File: config.mk
export PLATFORM = sky130hd
export DESIGN_NAME = operand_bypass_scoreboard
export DESIGN_NICKNAME = d
export VERILOG_FILES = /design/src/rtl/operand_bypass_scoreboard.sv
export SDC_FILE = /design/constraint.sdc
export NUM_CORES = 1
export LEC_CHECK = 0
export CORE_AREA = 2 2 136 138
export DETAILED_ROUTE_END_ITERATION = 10
export DIE_AREA = 0 0 138 140
export DONT_BUFFER_PORTS = 1
export PLACE_DENSITY = 0.41
export SLEW_MARGIN = 5
export SYNTH_ARGS = -nofsm -noshare
export SYNTH_HDL_FRONTEND = slang
export SYNTH_SLANG_ARGS = --single-unit
File: constraint.sdc
create_clock -name i_clk -period 3 [get_ports i_clk]
set_clock_uncertainty 0.15 [all_clocks]
set_input_delay 0.3 -clock i_clk [delete_from_list [all_inputs] [get_ports i_clk]]
set_output_delay 0.3 -clock i_clk [all_outputs]
set_load 0.02 [all_outputs]
File: src/rtl/operand_bypass_scoreboard.sv
// Operand bypass mux with registered forward selects and a long-latency scoreboard.
// Scoreboard is built only when FROST_FWD_SCOREBOARD_EN is defined.
module operand_bypass_scoreboard #(
  parameter  int XLEN     = 32,
  parameter  int NUM_SRC  = 3,
  parameter  int NUM_FWD  = 3,
  parameter  int SB_DEPTH = 4,
  parameter  int MAX_LAT  = 16,
  localparam int LW       = $clog2(MAX_LAT + 1),
  localparam int CW       = $clog2(SB_DEPTH + 1)
) (
  input  logic                    i_clk,
  input  logic                    i_rst,
  input  logic                    i_stall,
  input  logic                    i_flush,
  input  logic [NUM_SRC*5-1:0]    i_src_reg_early,
  input  logic [NUM_SRC-1:0]      i_src_used,
  input  logic [NUM_FWD-1:0]      i_pre_valid,
  input  logic [NUM_FWD*5-1:0]    i_pre_rd,
  input  logic [NUM_FWD*XLEN-1:0] i_fwd_data,
  input  logic [NUM_SRC*XLEN-1:0] i_rf_data,
  input  logic [NUM_SRC-1:0]      i_rf_is_x0,
  input  logic                    i_ll_issue,
  input  logic [4:0]              i_ll_rd,
  input  logic [LW-1:0]           i_ll_lat,
  output logic [NUM_SRC*XLEN-1:0] o_src_value,
  output logic                    o_hazard_stall,
  output logic                    o_sb_full,
  output logic [CW-1:0]           o_sb_count
);

  logic [NUM_SRC-1:0][NUM_FWD-1:0] sel_q;
  logic [NUM_SRC-1:0][NUM_FWD-1:0] sel_d;
  logic [XLEN-1:0]                 val;

  always_comb begin
    sel_d = '0;
    for (int i = 0; i < NUM_SRC; i++) begin
      for (int k = 0; k < NUM_FWD; k++) begin
        sel_d[i][k] = i_pre_valid[k]
                   && (i_pre_rd[k*5 +: 5] != 5'd0)
                   && (i_pre_rd[k*5 +: 5] == i_src_reg_early[i*5 +: 5]);
      end
    end
  end

  always_ff @(posedge i_clk) begin
    if (i_rst) begin
      sel_q <= '0;
    end else if (!i_stall) begin
      sel_q <= sel_d;
    end
  end

  // Walk slots from farthest to nearest so the lowest index wins.
  always_comb begin
    o_src_value = '0;
    val = '0;
    for (int i = 0; i < NUM_SRC; i++) begin
      val = i_rf_is_x0[i] ? '0 : i_rf_data[i*XLEN +: XLEN];
      for (int k = NUM_FWD - 1; k >= 0; k--) begin
        if (sel_q[i][k]) val = i_fwd_data[k*XLEN +: XLEN];
      end
      o_src_value[i*XLEN +: XLEN] = val;
    end
  end

`ifdef FROST_FWD_SCOREBOARD_EN
  logic [SB_DEPTH-1:0]          vld_q;
  logic [SB_DEPTH-1:0][4:0]     rd_q;
  logic [SB_DEPTH-1:0][LW-1:0]  cnt_q;
  logic [SB_DEPTH-1:0]          alloc_oh;
  logic                         found;
  logic                         req;
  logic [LW-1:0]                lat_eff;

  assign req     = i_ll_issue && (i_ll_rd != 5'd0) && !i_flush;
  assign lat_eff = (i_ll_lat == '0) ? LW'(1) : i_ll_lat;

  // Free slots are judged on current state, so a retiring entry waits a cycle.
  always_comb begin
    alloc_oh = '0;
    found    = 1'b0;
    for (int e = 0; e < SB_DEPTH; e++) begin
      if (!vld_q[e] && !found) begin
        alloc_oh[e] = 1'b1;
        found       = 1'b1;
      end
    end
  end

  always_ff @(posedge i_clk) begin
    if (i_rst) begin
      vld_q <= '0;
      rd_q  <= '0;
      cnt_q <= '0;
    end else if (i_flush) begin
      vld_q <= '0;
      cnt_q <= '0;
    end else begin
      for (int e = 0; e < SB_DEPTH; e++) begin
        if (vld_q[e]) begin
          if (cnt_q[e] <= LW'(1)) begin
            vld_q[e] <= 1'b0;
            cnt_q[e] <= '0;
          end else begin
            cnt_q[e] <= cnt_q[e] - LW'(1);
          end
        end else if (req && alloc_oh[e]) begin
          vld_q[e] <= 1'b1;
          rd_q[e]  <= i_ll_rd;
          cnt_q[e] <= lat_eff;
        end
      end
    end
  end

  always_comb begin
    o_sb_count = '0;
    for (int e = 0; e < SB_DEPTH; e++) begin
      o_sb_count = o_sb_count + CW'(vld_q[e]);
    end
  end

  assign o_sb_full = &vld_q;

  always_comb begin
    o_hazard_stall = 1'b0;
    for (int i = 0; i < NUM_SRC; i++) begin
      for (int e = 0; e < SB_DEPTH; e++) begin
        if (i_src_used[i] && (i_src_reg_early[i*5 +: 5] != 5'd0)
            && vld_q[e] && (rd_q[e] == i_src_reg_early[i*5 +: 5])) begin
          o_hazard_stall = 1'b1;
        end
      end
    end
  end

`ifndef SYNTHESIS
  always_ff @(posedge i_clk) begin
    if (!i_rst) begin
      assert (!(i_ll_issue && (i_ll_rd != 5'd0) && o_sb_full))
        else $warning("long-latency issue while scoreboard full, dropped");
    end
  end
`endif
`else
  logic unused_sb;
  assign unused_sb      = ^{i_flush, i_src_used, i_ll_issue, i_ll_rd, i_ll_lat};
  assign o_hazard_stall = 1'b0;
  assign o_sb_full      = 1'b0;
  assign o_sb_count     = '0;
`endif

endmodule

* Word-level counts from Yosys, hierarchy flattened
Index checks and enable logic that the tools add are counted.
** Storage, ports and cells
- Output and inout port bits :: 101
- Logic and storage cells :: 39
- Bits in registers :: 9
- Input bits :: 246
** Cells by class
- Reduce and logical (&&, ||, !) cells :: 15
- Multiplexer cells :: 12
- Equal/unequal tests :: 9
** Operator list (number)
- 32-bit two-way mux :: 12
- 5-bit equality test :: 9
- 5-bit nonzero test :: 3
- 1-bit logical AND :: 12

* Depth between registers and ports, before layout
Gate-level depths: netlist of the first run.
- Depth in word-level cells :: 4
- Gate-level depth with buffers :: 5
- Depth with buffers taken out :: 3

* Worst setup path after synthesis of the first run
Ideal clock, no wire load.
- Path kind :: flip-flop to output port
- Start point :: register sel_q[2] (netlist bit)
- End point :: output o_src_value[22]
- Buffers on the path :: 2
- Setup slack :: 1.145 ns
- Arrival time :: 1.405 ns
- Data required time :: 2.550 ns
- Cell stages (with the launch flop) :: 5
- Cell sequence :: dfxtp_1 -> buf_2 -> clkbuf_1 -> a221oi_1 -> o31ai_1
** Between the ends
- Longest elaborated chain between the ends :: 3
** RTL lines
- start, declared :: RTL line 32 : logic [NUM_SRC-1:0][NUM_FWD-1:0] sel_q;
- start signal, assigned :: RTL line 51 : sel_q <= sel_d;
- 32-bit two-way mux (3 in series) :: RTL line 62 : if (sel_q[i][k]) val = i_fwd_data[k*XLEN +: XLEN];
- end, declared :: RTL line 26 : output logic [NUM_SRC*XLEN-1:0] o_src_value,
No other way between the ends.

* Final worst setup path of the first run
- Start point :: register sel_q[5] (netlist bit)
- End point :: output o_src_value[44]
Same word-level chain as after synthesis.

==> flow_metrics.env, run 1 <==
export IMPL_core_area_um2=17780
export IMPL_route_final_wire_length_um=20310
export IMPL_clock_sinks=9
export IMPL_largest_register="sel_q"
export IMPL_power_density_nw_per_um2=183.5
export IMPL_post_drt_wl_per_cell_um=24.24
export IMPL_startpoint="sel_q[5]$_SDFFE_PP0N_"
export IMPL_max_cap_viol_count=0
export IMPL_rsz0062_at_grt="false"
export IMPL_gp_congestion=0.9388
export IMPL_grtUsageTotal_pct=19.23
export IMPL_startpoint_type="flop"
export IMPL_final_seq_area_um2=191.4
export IMPL_postCtsSetupBuffers=0
export IMPL_antenna_found_initial=1
export IMPL_nets=855
export IMPL_grt_pass1_wl_um=30240
export IMPL_multi_input_area_um2=3253
export IMPL_syn_inst=558
export IMPL_rows=49
export IMPL_worstPathRequired_ps=2550
export IMPL_pwr_share_seq_pct=14.9
export IMPL_setup_viol=0
export IMPL_critPathMaxFanout=21
export IMPL_largest_registers="sel_q: 9 flops"
export IMPL_status="completed"
export IMPL_power_switching_w=0.0003356
export IMPL_netlist_area_um2=3704
export IMPL_cts_htree_levels=1
export IMPL_dieWidth_um=138
export IMPL_cts_buffers=3
export IMPL_largest_reg_flops=9
export IMPL_clk_latency_ps=230
export IMPL_drt_pass1_iter_count=5
export IMPL_grt_max_degree=34
export IMPL_io_pins=347
export IMPL_ys_warn_count=0
export IMPL_criticalPathCategory="flop to output port"
export IMPL_sw_frac_of_total_pct=38.88
export IMPL_p_leak_nw=1.438
export IMPL_cts_resized=0
export IMPL_die_h_um=140
export IMPL_internal_power_w=0.0005275
export IMPL_cts_tree="built"
export IMPL_cp_data_arrival_time_ps=2180
export IMPL_fillCellCount=1981
export IMPL_r2r_start="sel_q[8]$_SDFFE_PP0N_"
export IMPL_avgViaCountPerCell=6.024
export IMPL_die_area_um2=19320
export IMPL_combPwrFrac_pct=58.5
export IMPL_tightest_slew_ps=772.0
export IMPL_syn_area_per_cell_um2=6.637
export IMPL_cts_root_buf="clkbuf_16"
export IMPL_period_minus_slack_ps=2634
export IMPL_place_inst=833
export IMPL_clockBufferDepth=2
export IMPL_drive_gt1_share_pct=21.88
export IMPL_path_clk_slew_ps=40
export IMPL_holdCritPathClass="input port to flop"
export IMPL_finish_utilization_pct=26.45
export IMPL_start_util_pct=20.83
export IMPL_end_kind="output port"
export IMPL_grt_pass1_vias=5090
export IMPL_gr_total_overflow=0
export IMPL_setup_tns_ps=0
export IMPL_postRouteAntennaNets=0
export IMPL_min_from="i_rst"
export IMPL_drt_iter0_drc=403
export IMPL_power_frac_clock_pct=26.6
export IMPL_vias=5048
export IMPL_irDropWorstVdd_mv=0.1405
export IMPL_max_freq_mhz=379.7
export IMPL_hold_viol_final=0
export IMPL_area_growth_pct=26.99
export IMPL_synth_cell_types=18
export IMPL_portBuffers=0
export IMPL_drc=0
export IMPL_synth_yosys_seq_area_share_pct=4.865
export IMPL_relSlewSlack_pct=48.53
export IMPL_ctsHoldBuffers=0
export IMPL_finalCritPeriodShare_pct=87.79
export IMPL_synth_seq_cells=9
export IMPL_drv_slew=0
export IMPL_dp_hpwl_um=15470
export IMPL_finalNonFillerCells=838
-- power groups by stage --
stage               combinational (W)  clock [W]  sequential, W
floorplan                    0.000336          0       0.000123
global placement             0.000500          0       0.000130
detailed placement           0.000506          0       0.000130
CTS                          0.000506   0.000233       0.000128
global route                 0.000536   0.000241       0.000129
finish                       0.000505   0.000229       0.000129
-- area by class of cell --
cell class                      count  area share, %
Antenna cell                        1        0.05321
Clock buffer                        4          1.676
Multi-Input combinational cell    483          69.17
Sequential cell                     9          4.070
Tap cell                          229          6.092
Timing Repair Buffer              112          18.94
-- worst max-delay path: stages (launching register included) --
cell and delay [ps]:
dfxtp_2 470, nor2_4 410, buf_4 370, a221oi_1 130, o31ai_1 340, buf_4 220
-- logic make-up (layout without fill, tap and decap cells) --
group	Yosys count	in the layout	share of synthesized area, %
AO/OA/AOI/OAI	204	204	44.90
XOR/XNOR	45	45	10.64
buffers and inverters	70	116	8.108
flip-flops	9	9	4.865
other	1	6	0.1013
AND/OR/NAND/NOR	229	229	31.39
-- metal layers --
metal | wire length [um] | up-vias | GRT usage (%)
li1 | - | 2237 | -
met1 | 7911 | 2406 | 23.34
met2 | 10100 | 376 | 34.78
met3 | 1909 | 29 | 3.863
met4 | 397 | 0 | 4.726
met5 | 0 | - | 0
-- metrics by stage --
stage | power, W | area [um^2] | setup WS (ps) | hold slack, ps
after floorplan | 0.0004595 | 3719 | 1145 | 334.7
after global placement | 0.0006303 | 4622 | 586.9 | 251.3
after detailed placement | 0.0006362 | 4622 | 583.0 | 246.3
after CTS | 0.0008680 | 4701 | 339.4 | 8.281
after global routing | 0.0009054 | 4703 | 278.5 | 13.78
final | 0.0008632 | 4703 | 366.2 | 8.442
-- path summary, 6_finish.rpt --
kind                                              end  slack [ps]  depth (start not counted)
worst max-delay path                  o_src_value[44]         370                          5
worst min-delay path            sel_q[3]$_SDFFE_PP0N_           8                          1
worst max register to register  sel_q[8]$_SDFFE_PP0N_        1410                          3
worst min register to register  sel_q[4]$_SDFFE_PP0N_         460                          2
-- synthesized netlist by cell type --
library cell / n / area share (%)
a211oi_1: 3 / 0.61
a221oi_1: 93 / 22
buf_2: 15 / 2.0
buf_4: 5 / 1.0
clkbuf_1: 50 / 5.1
conb_1: 1 / 0.10
dfxtp_1: 9 / 4.9
nand2_1: 105 / 11
nand3_1: 18 / 2.4
nor2_2: 4 / 0.68
nor2b_1: 96 / 16
nor3b_1: 3 / 0.61
o21ai_2: 3 / 0.71
o31ai_1: 96 / 19
o32ai_1: 9 / 2.1
or4_1: 1 / 0.20
or4_4: 2 / 0.61
xnor2_1: 45 / 11
-- placed cells by master (no fill, tap or decap) --
cell type,Yosys,final
dfxtp_2,0,9
buf_4,5,108
nand3_1,18,18
nor2_2,4,1
o31ai_1,96,96
nor2_4,0,3
diode_2,0,1
nor2b_1,96,96
nand2_1,105,105
o32ai_1,9,9
conb_1,1,5
nor3b_1,3,3
xnor2_1,45,45
o21ai_2,3,3
a211oi_1,3,3
or4_4,2,2
clkbuf_16,0,3
clkbuf_1,50,1
a221oi_1,93,93
buf_12,0,4
or4_1,1,1
(Power assumes the default switching activity.)
==> inputs of run 2 (changes only) <==
Clock period 3 ns to 2.8 ns, I/O delays scaled along.
==> run 2 against run 1 <==
Compared with the run above: flip-flop and latch count did not move; die area unchanged; critical endpoint unchanged; routed wire length is 0.19% higher; global-route usage rose by 0.39 points; sequential power increased by 6%; count of clock-buffer cells in the layout shrank 1; critical path depth shrank 1; critical path type unchanged; largest cell class unchanged; cell count up 0.12%; sequential share of layout area about the same; clock power grew 8%.
==> flow_metrics.env, run 2 (same netlist as run 1, synthesis figures left out) <==
export IMPL_final_cell_mix="buf_4 (106), nand2_1 (105), nor2b_1 (96), o31ai_1 (96), a221oi_1 (93)"
export IMPL_dp_hpwl_um=15170
export IMPL_gr_total_overflow=0
export IMPL_rows=49
export IMPL_vias=5094
export IMPL_power_density_nw_per_um2=198.0
export IMPL_hold_path_end="sel_q[5]$_SDFFE_PP0N_"
export IMPL_clockBufferDepth=2
export IMPL_drt_pass1_iter_count=5
export IMPL_end_kind="output port"
export IMPL_setup_tns_ps=0
export IMPL_cts_htree_levels=1
export IMPL_post_drt_wl_per_cell_um=24.26
export IMPL_cts_root_buf="clkbuf_16"
export IMPL_antenna_cells=0
export IMPL_cts_resized=0
export IMPL_gp_congestion=0.9361
export IMPL_met1_usage_pct=23.87
export IMPL_final_common_cell="buf_4"
export IMPL_core_area_um2=17780
export IMPL_die_area_um2=19320
export IMPL_r2r_start="sel_q[3]$_SDFFE_PP0N_"
export IMPL_route_final_wire_length_um=20350
export IMPL_cp_data_arrival_time_ps=2020
export IMPL_dp_worst_setup_slack_ps=632.6
export IMPL_cts_buffers=3
export IMPL_criticalPathCategory="flop to output port"
export IMPL_period_minus_slack_ps=2451
export IMPL_status="completed"
export IMPL_grt_busiest_layer="met2"
export IMPL_r2r_cells=3
export IMPL_dieWidth_um=138
export IMPL_largest_reg_flops=9
export IMPL_rsz0062_at_grt="false"
export IMPL_portBuffers=0
export IMPL_cts_tree="built"
export IMPL_max_cap_viol_count=0
export IMPL_layout_setup_ws_ps=348.5
export IMPL_r2r_end="sel_q[3]$_SDFFE_PP0N_"
export IMPL_grt_pass1_vias=5181
export IMPL_max_freq_mhz=407.9
export IMPL_worstPathRequired_ps=2370
export IMPL_p_leak_nw=1.459
export IMPL_start_util_pct=20.83
export IMPL_grtUsageTotal_pct=19.61
export IMPL_hold_depth=1
export IMPL_holdCritPathClass="input port to flop"
export IMPL_hold_viol_final=0
export IMPL_die_h_um=140
export IMPL_grt_max_degree=42
export IMPL_drv_slew=0
export IMPL_largest_registers="sel_q: 9 flops"
export IMPL_met3_usage_pct=3.726
export IMPL_relSlewSlack_pct=42.13
export IMPL_postRouteAntennaNets=0
export IMPL_clock_sinks=9
export IMPL_path_clk_slew_ps=40
export IMPL_use_met2_pct=35.38
export IMPL_r2r_setup_slack_ps=1210
export IMPL_min_from="i_rst"
export IMPL_largest_register="sel_q"
export IMPL_tightest_slew_ps=868.0
export IMPL_drc=0
export IMPL_post_dp_cell_area_um2=4667
export IMPL_io_pins=347
export IMPL_irDropWorstVdd_mv=0.1642
export IMPL_nets=857
export IMPL_drt_iter0_drc=436
export IMPL_finalCritPeriodShare_pct=87.55
export IMPL_clk_latency_ps=230
export IMPL_antenna_found_initial=0
export IMPL_drive_gt1_share_pct=22.13
export IMPL_grt_pass1_wl_um=30590
export IMPL_startpoint_type="flop"
export IMPL_setup_viol=0
export IMPL_design_area_um2=4757
export IMPL_critPathMaxFanout=33
export IMPL_area_growth_pct=28.45
export IMPL_avgViaCountPerCell=6.072
-- run 2: final cells by class --
class                           count  area (um^2)
Clock buffer                        3        75.07
Clock inverter                      1        5.005
Fill cell                        1939        13020
Multi-Input combinational cell    483         3253
Sequential cell                     9        191.4
Tap cell                          229        286.5
Timing Repair Buffer              114        945.9
-- run 2: worst max path at each step --
stage / startpoint / to / slack [ps] / cells after the start
after floorplan: sel_q[2]$_SDFFE_PP0N_ / o_src_value[22] / 970 / 4
after global placement: sel_q[2]$_SDFFE_PP0N_ / o_src_value[13] / 650 / 5
after detailed placement: sel_q[4]$_SDFFE_PP0N_ / o_src_value[44] / 630 / 4
after CTS: sel_q[4]$_SDFFE_PP0N_ / o_src_value[44] / 380 / 4
after global routing: sel_q[2]$_SDFFE_PP0N_ / o_src_value[23] / 280 / 5
final: sel_q[4]$_SDFFE_PP0N_ / o_src_value[44] / 350 / 4
-- run 2: per-stage QoR --
step                      utilization [%]  instances  hold slack, ps  power [W]
after floorplan                         -        562           314.7  0.0004923
after global placement              26.25        834           235.1  0.0006849
after detailed placement            26.25        834           232.4  0.0006929
after CTS                           26.76        839           3.009  0.0009477
after global routing                26.76        839           2.806  0.0009927
final                               26.76        839           5.700  0.0009418
-- run 2: routing by layer --
layer,up-vias,wire [um],share of wire [%]
met5,-,0,0
met4,0,396,1.9
li1,2241,-,-
met3,46,1818,8.9
met1,2417,7970,39
met2,390,10170,50
-- run 2: timing repair --
| action | in CTS | in global routing |
|---|---|---|
| hold endpoints to repair | 5 | 0 |
| hold buffers | 1 | 0 |
| buffers inserted | 0 | 0 |
| endpoints found under the setup margin | 0 | 0 |
-- run 2: worst max-delay path, cell delays in order, from the launching register on --
cell      delay [ps]
dfxtp_2          770
buf_12           260
a221oi_1          70
o31ai_1          410
buf_4            230
-- run 2: power by group --
group	internal [W]	switching [W]
Sequential	0.000130	0.00000687
Clock	0.000188	0.0000603
Combinational	0.000252	0.000305
Total	0.000570	0.000372
==> inputs of run 3 (changes only) <==
Clock period 2.8 ns to 2.3 ns, I/O delays scaled along.
==> run 3 against run 2 <==
Compared with the run above: non-clock buffer count is 18 higher; global-route usage is 0.59 points lower; cell count is 2.1% higher; critical path type unchanged.
==> flow_metrics.env, run 3 (same netlist as run 1, synthesis figures left out) <==
export IMPL_status="completed"
export IMPL_io_pins=347
export IMPL_die_area_um2=19320
export IMPL_min_from="i_stall"
export IMPL_clk_latency_ps=230
export IMPL_die_h_um=140
export IMPL_final_cell_mix="buf_4 (125), nand2_1 (105), nor2b_1 (96), o31ai_1 (96), a221oi_1 (93)"
export IMPL_cts_root_buf="clkbuf_16"
export IMPL_r2r_setup_slack_ps=850
export IMPL_r2r_end="sel_q[7]$_SDFFE_PP0N_"
export IMPL_largest_reg_flops=9
export IMPL_critPathMaxFanout=19
export IMPL_vias=5213
export IMPL_holdCritPathClass="input port to flop"
export IMPL_route_final_wire_length_um=20330
export IMPL_irDropWorstVdd_mv=0.2014
export IMPL_rows=49
export IMPL_max_cap_viol_count=0
export IMPL_setup_viol=0
export IMPL_finalCritPeriodShare_pct=96.46
export IMPL_post_dp_cell_area_um2=4777
export IMPL_path_clk_slew_ps=40
export IMPL_p_leak_nw=1.549
export IMPL_gr_total_overflow=0
export IMPL_drv_slew=0
export IMPL_criticalPathCategory="flop to output port"
export IMPL_avgViaCountPerCell=6.083
export IMPL_largest_register="sel_q"
export IMPL_area_growth_pct=31.52
export IMPL_clock_sinks=9
export IMPL_setup_tns_ps=0
export IMPL_cp_data_arrival_time_ps=1840
export IMPL_combPwrFrac_pct=59.8
export IMPL_drt_pass1_iter_count=7
export IMPL_cts_buffers=3
export IMPL_startpoint_type="flop"
export IMPL_design_area_um2=4871
export IMPL_largest_registers="sel_q: 9 flops"
export IMPL_r2r_start="sel_q[7]$_SDFFE_PP0N_"
export IMPL_grt_pass1_wl_um=29760
export IMPL_core_area_um2=17780
export IMPL_power_switching_w=0.0004555
export IMPL_portBuffers=0
export IMPL_cts_htree_levels=1
export IMPL_grtUsageTotal_pct=19.03
export IMPL_nets=875
export IMPL_drc=0
export IMPL_drt_iter0_drc=546
export IMPL_antenna_found_initial=0
export IMPL_post_drt_wl_per_cell_um=23.72
export IMPL_grt_pass1_vias=5132
export IMPL_rsz0062_at_grt="false"
export IMPL_r2r_cells=3
export IMPL_endpoint="o_src_value[23]"
export IMPL_final_common_cell="buf_4"
export IMPL_grt_max_degree=40
export IMPL_pwr_share_seq_pct=14.0
export IMPL_period_minus_slack_ps=2219
export IMPL_end_kind="output port"
export IMPL_worstPathRequired_ps=1920
export IMPL_relSlewSlack_pct=65.87
export IMPL_startpoint="sel_q[2]$_SDFFE_PP0N_"
export IMPL_postRouteAntennaNets=0
export IMPL_clockBufferDepth=2
export IMPL_cts_tree="built"
export IMPL_max_freq_mhz=450.7
export IMPL_power_density_nw_per_um2=237.6
export IMPL_sw_frac_of_total_pct=39.36
export IMPL_internal_power_w=0.0007017
export IMPL_hold_viol_final=0
export IMPL_tightest_slew_ps=507.6
export IMPL_dp_hpwl_um=15780
export IMPL_dieWidth_um=138
export IMPL_antenna_cells=0
export IMPL_drive_gt1_share_pct=24.36
export IMPL_power_frac_clock_pct=26.2
export IMPL_start_util_pct=20.83
export IMPL_gp_congestion=0.9710
-- run 3: worst min-delay path by stage --
| stage | end | depth (start not counted) |
|---|---|---|
| after CTS | sel_q[4]$_SDFFE_PP0N_ | 2 |
| after global placement | sel_q[8]$_SDFFE_PP0N_ | 1 |
| final | sel_q[4]$_SDFFE_PP0N_ | 2 |
| after global routing | sel_q[4]$_SDFFE_PP0N_ | 2 |
| after detailed placement | sel_q[4]$_SDFFE_PP0N_ | 1 |
| after floorplan | sel_q[3]$_SDFFE_PP0N_ | 2 |
-- run 3: cell type report --
class                      instances  area [um^2]
tap                              229        286.5
fill                            1950        12910
timing repair buffer             132         1060
clock buffer                       3        75.07
clock inverter                     1        5.005
sequential                         9        191.4
multi-input combinational        483         3253
-- run 3: power by group through the flow --
stage               clock, W  sequential (W)  combinational [W]
floorplan                  0        0.000161           0.000438
global placement           0        0.000165           0.000677
detailed placement         0        0.000165           0.000687
CTS                 0.000307        0.000162           0.000692
global route        0.000313        0.000163           0.000727
finish              0.000303        0.000162           0.000692
-- run 3: through the flow --
step	total power, W	std cells	utilization [%]	hold WS [ps]	setup slack (ps)
finish	0.001157	857	27.40	3.775	81.39
global route	0.001203	857	27.40	24.50	30.15
CTS	0.001161	857	27.38	5.906	8.240
detailed placement	0.0008523	852	26.87	185.3	258.2
global placement	0.0008424	852	26.87	183.0	311.9
floorplan	0.0005993	562	-	264.7	515.5
-- run 3: critical path, cell delays in order, from the launching register on --
cell	delay (ps)
dfxtp_2	340
nor2_4	270
buf_6	280
a221oi_1	130
o31ai_1	360
buf_4	220
-- run 3: per-layer routing --
layer | vias to the layer above | GRT usage, % | routed length, um
li1 | 2277 | - | -
met1 | 2455 | 22.46 | 7735
met2 | 425 | 34.21 | 10090
met3 | 56 | 4.718 | 2016
met4 | 0 | 5.371 | 493
met5 | - | 0 | 0
-- run 3: repair_timing --
item | in CTS | in global routing
endpoints found under the hold margin | 9 | 0
buffers inserted | 0 | 0
hold buffers | 1 | 0
resized for setup | 0 | 1
endpoints found under the setup margin | 0 | 2
